**config.mk**
```make
export PLATFORM = sky130hd
export DESIGN_NAME = shift_add_multiplier_param
export DESIGN_NICKNAME = d
export VERILOG_FILES = /design/src/rtl/shift_add_multiplier_param.sv
export SDC_FILE = /design/constraint.sdc
export NUM_CORES = 1
export LEC_CHECK = 0
export ABC_AREA = 1
export ABC_CLOCK_PERIOD_IN_PS = 5500
export CAP_MARGIN = 20
export CORE_MARGIN = 3
export CORE_UTILIZATION = 52
export CTS_BUF_LIST = sky130_fd_sc_hd__clkbuf_8 sky130_fd_sc_hd__clkbuf_16
export DETAILED_ROUTE_END_ITERATION = 12
export PLACE_DENSITY = 0.82
export SLEW_MARGIN = 20
export SYNTH_ARGS = -nofsm -noshare
export SYNTH_HDL_FRONTEND = slang
export SYNTH_SLANG_ARGS = --single-unit
```
**constraint.sdc**
```tcl
create_clock -name clk -period 5.5 [get_ports clk]
set_input_delay 1.375 -clock clk [delete_from_list [all_inputs] [get_ports clk]]
set_output_delay 1.375 -clock clk [all_outputs]
set_load 0.02 [all_outputs]
```
**src/rtl/shift_add_multiplier_param.sv**
```systemverilog
// shift_add_multiplier_param
// Sequential shift-add multiplier: WIDTH x WIDTH -> 2*WIDTH product,
// one partial product per clock, with a runtime signed/unsigned mode.
// Signed operands are multiplied as magnitudes, and the sign is applied
// once at the end.
//
// Ports:
//   clk          rising-edge clock
//   rst          asynchronous, active-high reset
//   start        request a multiply (accepted only in IDLE with done low)
//   signed_mode  1 = two's complement operands/result, 0 = unsigned
//   A            multiplier, sampled with start
//   B            multiplicand, sampled with start
//   busy         high while iterating (CALC)
//   done         one-cycle pulse when result is valid
//   result       product, held until the next operation completes
//
// Build option: define SHIFT_ADD_EARLY_TERM_EN to leave CALC as soon as
// the remaining multiplier bits are all zero (variable latency, same result).

module shift_add_multiplier_param #(
  parameter int unsigned WIDTH = 8
) (
  input  logic               clk,
  input  logic               rst,
  input  logic               start,
  input  logic               signed_mode,
  input  logic [WIDTH-1:0]   A,
  input  logic [WIDTH-1:0]   B,
  output logic               busy,
  output logic               done,
  output logic [2*WIDTH-1:0] result
);

  localparam int unsigned CNT_W = $clog2(WIDTH + 1);
  localparam int unsigned PW    = 2 * WIDTH;

  typedef enum logic [1:0] {
    IDLE   = 2'd0,
    CALC   = 2'd1,
    FINISH = 2'd2
  } state_t;

  state_t            state_q, state_d;
  logic [WIDTH-1:0]  a_q, a_d;
  logic [WIDTH-1:0]  b_q, b_d;
  logic [PW-1:0]     acc_q, acc_d;
  logic [CNT_W-1:0]  cnt_q, cnt_d;
  logic              neg_q, neg_d;
  logic              busy_q, busy_d;
  logic              done_q, done_d;
  logic [PW-1:0]     result_q, result_d;

  logic [WIDTH-1:0]  a_mag;
  logic [WIDTH-1:0]  b_mag;
  logic [WIDTH-1:0]  a_shift;
  logic [PW-1:0]     addend;
  logic              last_iter;

  // Operand magnitudes; the most-negative value maps to 2^(WIDTH-1).
  always_comb begin
    a_mag = (signed_mode && A[WIDTH-1]) ? WIDTH'(-A) : A;
    b_mag = (signed_mode && B[WIDTH-1]) ? WIDTH'(-B) : B;
  end

  // Datapath helpers for the current iteration.
  always_comb begin
    a_shift = a_q >> 1;
    addend  = PW'(b_q) << cnt_q;
`ifdef SHIFT_ADD_EARLY_TERM_EN
    last_iter = (a_shift == '0);
`else
    last_iter = (cnt_q == CNT_W'(WIDTH - 1));
`endif
  end

  // Next-state and output logic.
  always_comb begin
    state_d  = state_q;
    a_d      = a_q;
    b_d      = b_q;
    acc_d    = acc_q;
    cnt_d    = cnt_q;
    neg_d    = neg_q;
    busy_d   = 1'b0;
    done_d   = 1'b0;
    result_d = result_q;

    case (state_q)
      IDLE: begin
        // The done cycle is still IDLE; a start there is ignored.
        if (start && !done_q) begin
          a_d     = a_mag;
          b_d     = b_mag;
          neg_d   = signed_mode & (A[WIDTH-1] ^ B[WIDTH-1]);
          acc_d   = '0;
          cnt_d   = '0;
          busy_d  = 1'b1;
          state_d = CALC;
        end
      end
      CALC: begin
        if (a_q[0]) begin
          acc_d = acc_q + addend;
        end
        a_d   = a_shift;
        cnt_d = cnt_q + CNT_W'(1);
        if (last_iter) begin
          state_d = FINISH;
        end else begin
          busy_d = 1'b1;
        end
      end
      FINISH: begin
        result_d = neg_q ? PW'(-acc_q) : acc_q;
        done_d   = 1'b1;
        state_d  = IDLE;
      end
      default: begin
        state_d = IDLE;
      end
    endcase
  end

  // State and datapath registers.
  always_ff @(posedge clk or posedge rst) begin
    if (rst) begin
      state_q  <= IDLE;
      a_q      <= '0;
      b_q      <= '0;
      acc_q    <= '0;
      cnt_q    <= '0;
      neg_q    <= 1'b0;
      busy_q   <= 1'b0;
      done_q   <= 1'b0;
      result_q <= '0;
    end else begin
      state_q  <= state_d;
      a_q      <= a_d;
      b_q      <= b_d;
      acc_q    <= acc_d;
      cnt_q    <= cnt_d;
      neg_q    <= neg_d;
      busy_q   <= busy_d;
      done_q   <= done_d;
      result_q <= result_d;
    end
  end

  assign busy   = busy_q;
  assign done   = done_q;
  assign result = result_q;

endmodule

```
==> metrics.md <==
| Metric | Value |
|---|---|
| Post-CTS resize count | 0 |
| Post-route minimum period | around 2.8 ns |
| First-pass GRT wire length | around 16 mm |
| Rows | 31 |
| Ys flop type | dfrtp_1 |
| Root Driver | clkbuf_8 |
| Most frequent cell after synthesis | nand2_1 |
| Fmax | 352 MHz |
| Post-Syn Area | 0.00416 mm^2 |
| Final period util | between 50% and 60% |
| Initial antenna violation count | 0 |
| Pwr/cell area | between 600 and 700 mW/mm^2 |
| Final setup vio count | 0 |
| RSZ-0062 raised after global routing | no |
| Sequential-to-total area share from yosys stat | 34.3% |
| Routed wire length | ~9.4 mm |
| Dpl cells | ~700 |
| # clock sinks | 57 |
| Final hold violations | 0 |
| WL/cell | about 13 um |
| Number of global-route vias before repair | roughly 3600 |
| #FFs+latches synth | 57 |
| Clk_lat worst skew | between 0.3 and 0.4 ns |
| Async SR Flop Fraction | 100% |
| Share of cells above drive strength 1 | about a tenth |
| Antenna violation net count after detailed routing | 0 |
| Synth Net Count | slightly above 600 |
| DP Worst Slack | about 2.5 ns |
| IO buf count | 37 |
| Final Skew | between 0.01 and 0.015 ns |
| Met2 WL | around 4.5 mm |
| Critical path startpoint category | flop |
| Met3 WL post-DR | around 540 um |
| GP Congestion | approximately 0.95 |
| Clk buf depth | 2 |
| Chip width | about 95 um |
| Reg clk slew, reported paths | approximately 0.070 ns |
| Status | finished clean |
| Post-CTS Hold Buffers | 0 |
| Worst hold path class | flop to flop |
| Core area | between 0.007 and 0.008 mm^2 |
| Most frequent cells after synthesis | nand2_1, dfrtp_1, inv_1 |
| CTS buffer count | 9 |
| Clock H-tree levels | 3 |
| Mapped Avg Cell Area | 7.20 um^2 |
| Largest cells by area after synthesis | dfrtp_1, nand2_1, ha_1, nand3_1, inv_1 |
| Ant. Diodes | 0 |
| Tot GR Track Use | 22.7% |
| Setup TNS | 0 ns |
| Vias per cell | 5.37 |
| Worst rel slew slack | between 50% and 60% |
| Max layer used | met4 |
| Starting Density | a little under three fifths |
| Peak VDD IR | 0.000242 V |
| Area leader, netlist | dfrtp_1 |
| Worst Path Required | 5.74 ns |
| Final net count | 654 |
| CP endpoint kind | flop |
| Vias | between 3000 and 4000 |
| Largest net degree at the start of global routing | 58 |
| Die height | 95.4 um |
| LEAKAGE | between 2 and 2.5 nW |
| Crit-path max FO | 12 |
| Yosys cell types | 48 |
| HPWL Detailed | 7.24 mm |
| Detailed Routing Iterations Pass 1 | 5 |
| Layout Cells excl Fill | between 700 and 800 |
| Number of synthesis warnings | 0 |
| P&R area growth vs syn | 15.3% |
| Crit path kind | flop to flop |
| Number of I/O pins | 38 |
| GR Overflow Total | 0 |
| Post-Syn Instances | roughly 580 |
| Slew @ Worst Pin | roughly 0.7 ns |
| Number of remaining DRC errors | 0 |
| WP data arrival | 3.08 ns |
| DIE AREA | between 0.009 and 0.01 mm^2 |
| CTS tree | done |
| Number of synthesized flops with an enable pin | 0 |
| Max-capacitance violation count | 0 |
| Post-CTS setup buffer count | 0 |
| Yosys top cell area share | approximately a third |
| Max-slew violation count | 0 |
| Routed length on met1 | 4.20 mm |
| Crit path setup slack, layout | 2.66 ns |
| DR iter-0 viols | approximately 280 |
flip-flops by register name, summed over array words and instances, names as in the netlist:
register,cells
b_q,8
state_q,2
acc_q,16
result,16
cnt_q,4
a_q,8
done,1
neg_q,1
busy,1
final timing paths:
kind,startpoint,cells after the start,to,slack (ns)
max,cnt_q[0],16,acc_q[15],2.66
max in group asynchronous,rst,3,b_q[3],3.48
min,result[10],2,result[10],0.48
min in group asynchronous,rst,3,result[1],1.54
max reg2reg,cnt_q[0],16,acc_q[15],2.66
min reg2reg,result[10],2,result[10],0.48
layer usage:
metal | global-route usage [%] | up-vias
met4 | 8.89 | 0
met2 | 38.1 | 99
met3 | 4.18 | 15
met5 | 0 | -
met1 | 28.9 | 1772
li1 | - | 1973
cell type report:
cell class	instances	area (um^2)
flip-flops and latches	57	1430
multi-input cells	442	2390
clock inverters	6	82.6
repair buffers	38	378
well taps	99	124
fillers	640	2690
clock buffers	10	138
inverters	66	254
cells in the final DEF, fill, tap and decap left out, drive strengths merged, types with 4 or more instances in the layout:
| master | count |
|---|---|
| a21o | 4 |
| a21oi | 26 |
| clkbuf | 10 |
| clkdlybuf4s50 | 37 |
| clkinv | 4 |
| dfrtp | 57 |
| ha | 19 |
| inv | 66 |
| nand2 | 188 |
| nand3 | 50 |
| nor2 | 51 |
| nor3 | 4 |
| o211ai | 4 |
| o21ai | 47 |
| o221ai | 6 |
| o22ai | 7 |
| xor2 | 13 |
worst max-delay path: stages, from the launching register on:
cell     delay [ns]
dfrtp_1        0.57
inv_2          0.15
nand2_1        0.09
nand2_1        0.06
o21ai_1        0.24
nor2_1         0.07
a31oi_1        0.21
nor2_1         0.08
ha_1           0.36
nand2_1        0.14
inv_1          0.05
a21oi_1        0.13
nand2_1        0.15
a21oi_1        0.21
nand3_1        0.10
nand3_1        0.09
nand2_1        0.05
where the power goes:
group	total [mW]	internal (mW)	switching [mW]
registers	0.786	0.588	0.198
clock network	0.437	0.265	0.172
logic	1.84	0.681	1.16
cell families (layout without fill, tap and decap cells):
group / after synthesis / in the layout / share of synthesized area, %
AND/OR/NAND/NOR: 306 / 306 / 33.7
AO/OA/AOI/OAI: 100 / 100 / 14.2
buffers and inverters: 78 / 120 / 8.16
flip-flops: 57 / 57 / 34.3
adder cells (fa/ha/maj): 20 / 20 / 6.20
XOR/XNOR: 15 / 15 / 3.16
multiplexers: 1 / 1 / 0.241
through the flow:
step                      area, um^2  utilization, %  total power [mW]  hold WS [ns]
final                           4790            64.0              3.06         0.478
after global routing            4790            64.0              3.34         0.500
after CTS                       4790            64.0              3.05         0.483
after detailed placement        4570            61.1              2.60         0.464
after global placement          4570            61.1              2.53         0.461
after floorplan                 4160               -              2.18         0.459
No activity file was read; power rests on OpenSTA's default activity.
==> edit (same flow settings) <==
The 3 states of `state_t` get a one-hot encoding in 3 bits.
--- a/src/rtl/shift_add_multiplier_param.sv
+++ b/src/rtl/shift_add_multiplier_param.sv
@@ -35,10 +35,10 @@
   localparam int unsigned CNT_W = $clog2(WIDTH + 1);
   localparam int unsigned PW    = 2 * WIDTH;
 
-  typedef enum logic [1:0] {
-    IDLE   = 2'd0,
-    CALC   = 2'd1,
-    FINISH = 2'd2
+  typedef enum logic [2:0] {
+    IDLE   = 3'b001,
+    CALC   = 3'b010,
+    FINISH = 3'b100
   } state_t;
 
   state_t            state_q, state_d;
Behaviour: no difference found for any inputs over 10 cycles, from zero or initial values and one cycle with rst high; not proved beyond that.
==> edit against the unedited design <==
  * Worst setup slack lost 0.0092 ns
  * Synthesized area shrank 0.57%
  * Clock power shrank 16%
  * Cell area shrank 1.2%
  * Total power shrank 26%
  * Wire length shrank 1.9%
  * Largest power group unchanged
  * Non-clock buffer count is the same
  * Sequential cell count grew 1
==> edit: results <==
[run_status]
outcome = "finished clean"

[placement]
globalplace.congestion = 0.9282
place_inst = 696
hpwlAfterDp_mm = 7.328
placed_cell_area_sq_um = 4553
place_worst_setup_slack_ns = 2.631
port_buffers = 37

[clocking]
path_clk_slew_ns = 0.07
cts_buffers = 9
clk_latency_ns = 0.32
cts-resized-gates = 0
cts_max_path_buffers = 2
root_buffer = "clkbuf_8"
htree_levels = 3
post-cts-setup-buffers = 0

[global_route]
grt_max_degree = 59
antenna_found_initial = 0
grt_usage_pct = 21.80
grt_pass1_vias = 3561
grt_pass1_wl_mm = 15.66

[cells_and_area]
drive_above_1_share_pct = 6.688
layout.cells.non_filler = 712
final_nets = 648

[synthesis]
synth-xor-area-share_pct = 4.240
yosys-top-cells-count = "178 x nand2_1, 61 x inv_1, 57 x dfrtp_1"
synth-compound-area-share_pct = 14.39
ys_dominant_reg_cell = "dfrtp_1"
synth_mux_area_share_pct = 0.2423
synthTopCellsByArea = "dfrtp_1 35%, nand2_1 16%, ha_1 5.8%"
yosysSeqAreaShare_pct = 35.16
netlist_instances = 570
syn_nets = 610
synth_fa_ha_area_share_pct = 6.239
yosysWarnings = 0

[critical_path]
crit_fanout = 14
cp_slowest_stage_delay_ns = 0.59
r2r-start = "cnt_q[0]$_DFFE_PP0P_"
cp_slowest_cell = "dfrtp_1"
startpoint_type = "flip-flop"
cp.arrival_ns = 3.07

[timing]
clock_skew_ns = 0.01040
worstMarginPinSlew_ns = 0.7775

[detailed_routing]
dr.pass1.iters = 6
drt_iter0_drc = 311
wire_per_inst_um = 12.98
viasPerCell = 5.354

[min_path]
min_path_type = "flip-flop to flip-flop"
hp-start = "result[14]$_DFFE_PP0P_"

[power_and_ir_drop]
peakVddDrop_uv = 221.6
p_leak_nw = 2.414
[edit: cell count changes after synthesis, sizes merged, moves of 3 or more]
cell,unedited run,this run
a21oi,26,17
nand2,188,179
nand3,50,46
o221ai,6,3
xor2,13,16
[edit: power breakdown]
group	total, mW	switching [mW]	internal, mW
sequential	0.662	0.128	0.534
combinational	1.22	0.796	0.429
clock	0.366	0.164	0.202
total	2.25	1.09	1.16
[edit: final timing paths]
| kind | endpoint | slack, ns | cells past startpoint |
|---|---|---|---|
| setup reg to reg | acc_q[15]$_DFFE_PP0P_ | 2.65 | 16 |
| hold reg to reg | result[14]$_DFFE_PP0P_ | 0.48 | 2 |
| min in group asynchronous | neg_q$_DFFE_PP0P_ | 1.57 | 3 |
| max in group asynchronous | result[8]$_DFFE_PP0P_ | 3.47 | 3 |
| setup / recovery | acc_q[15]$_DFFE_PP0P_ | 2.65 | 16 |
| hold / removal | result[14]$_DFFE_PP0P_ | 0.48 | 2 |
[edit: through the flow]
| stage | hold slack [ns] | util (%) |
|---|---|---|
| global placement | 0.4612 | 60.82 |
| finish | 0.4788 | 63.23 |
| CTS | 0.4825 | 63.23 |
| global route | 0.5015 | 63.23 |
| floorplan | 0.4594 | - |
| detailed placement | 0.4643 | 60.82 |
[edit: cell type report]
| cell class | instances | area [sq um] |
|---|---|---|
| clock buffer | 9 | 123.9 |
| clock inverter | 7 | 56.30 |
| fill | 629 | 2753 |
| inverter | 67 | 261.5 |
| multi-input combinational | 434 | 2337 |
| sequential | 58 | 1453 |
| tap | 99 | 123.9 |
| timing repair buffer | 38 | 377.9 |
[edit: per-layer routing]
layer / share of wire (%) / routed length (um) / global-route usage [%]
met5: 0 / 0 / 0
met4: 1.0 / 97 / 5.889
met3: 6.0 / 558 / 4.104
met2: 49 / 4518 / 37.14
met1: 44 / 4065 / 28.34
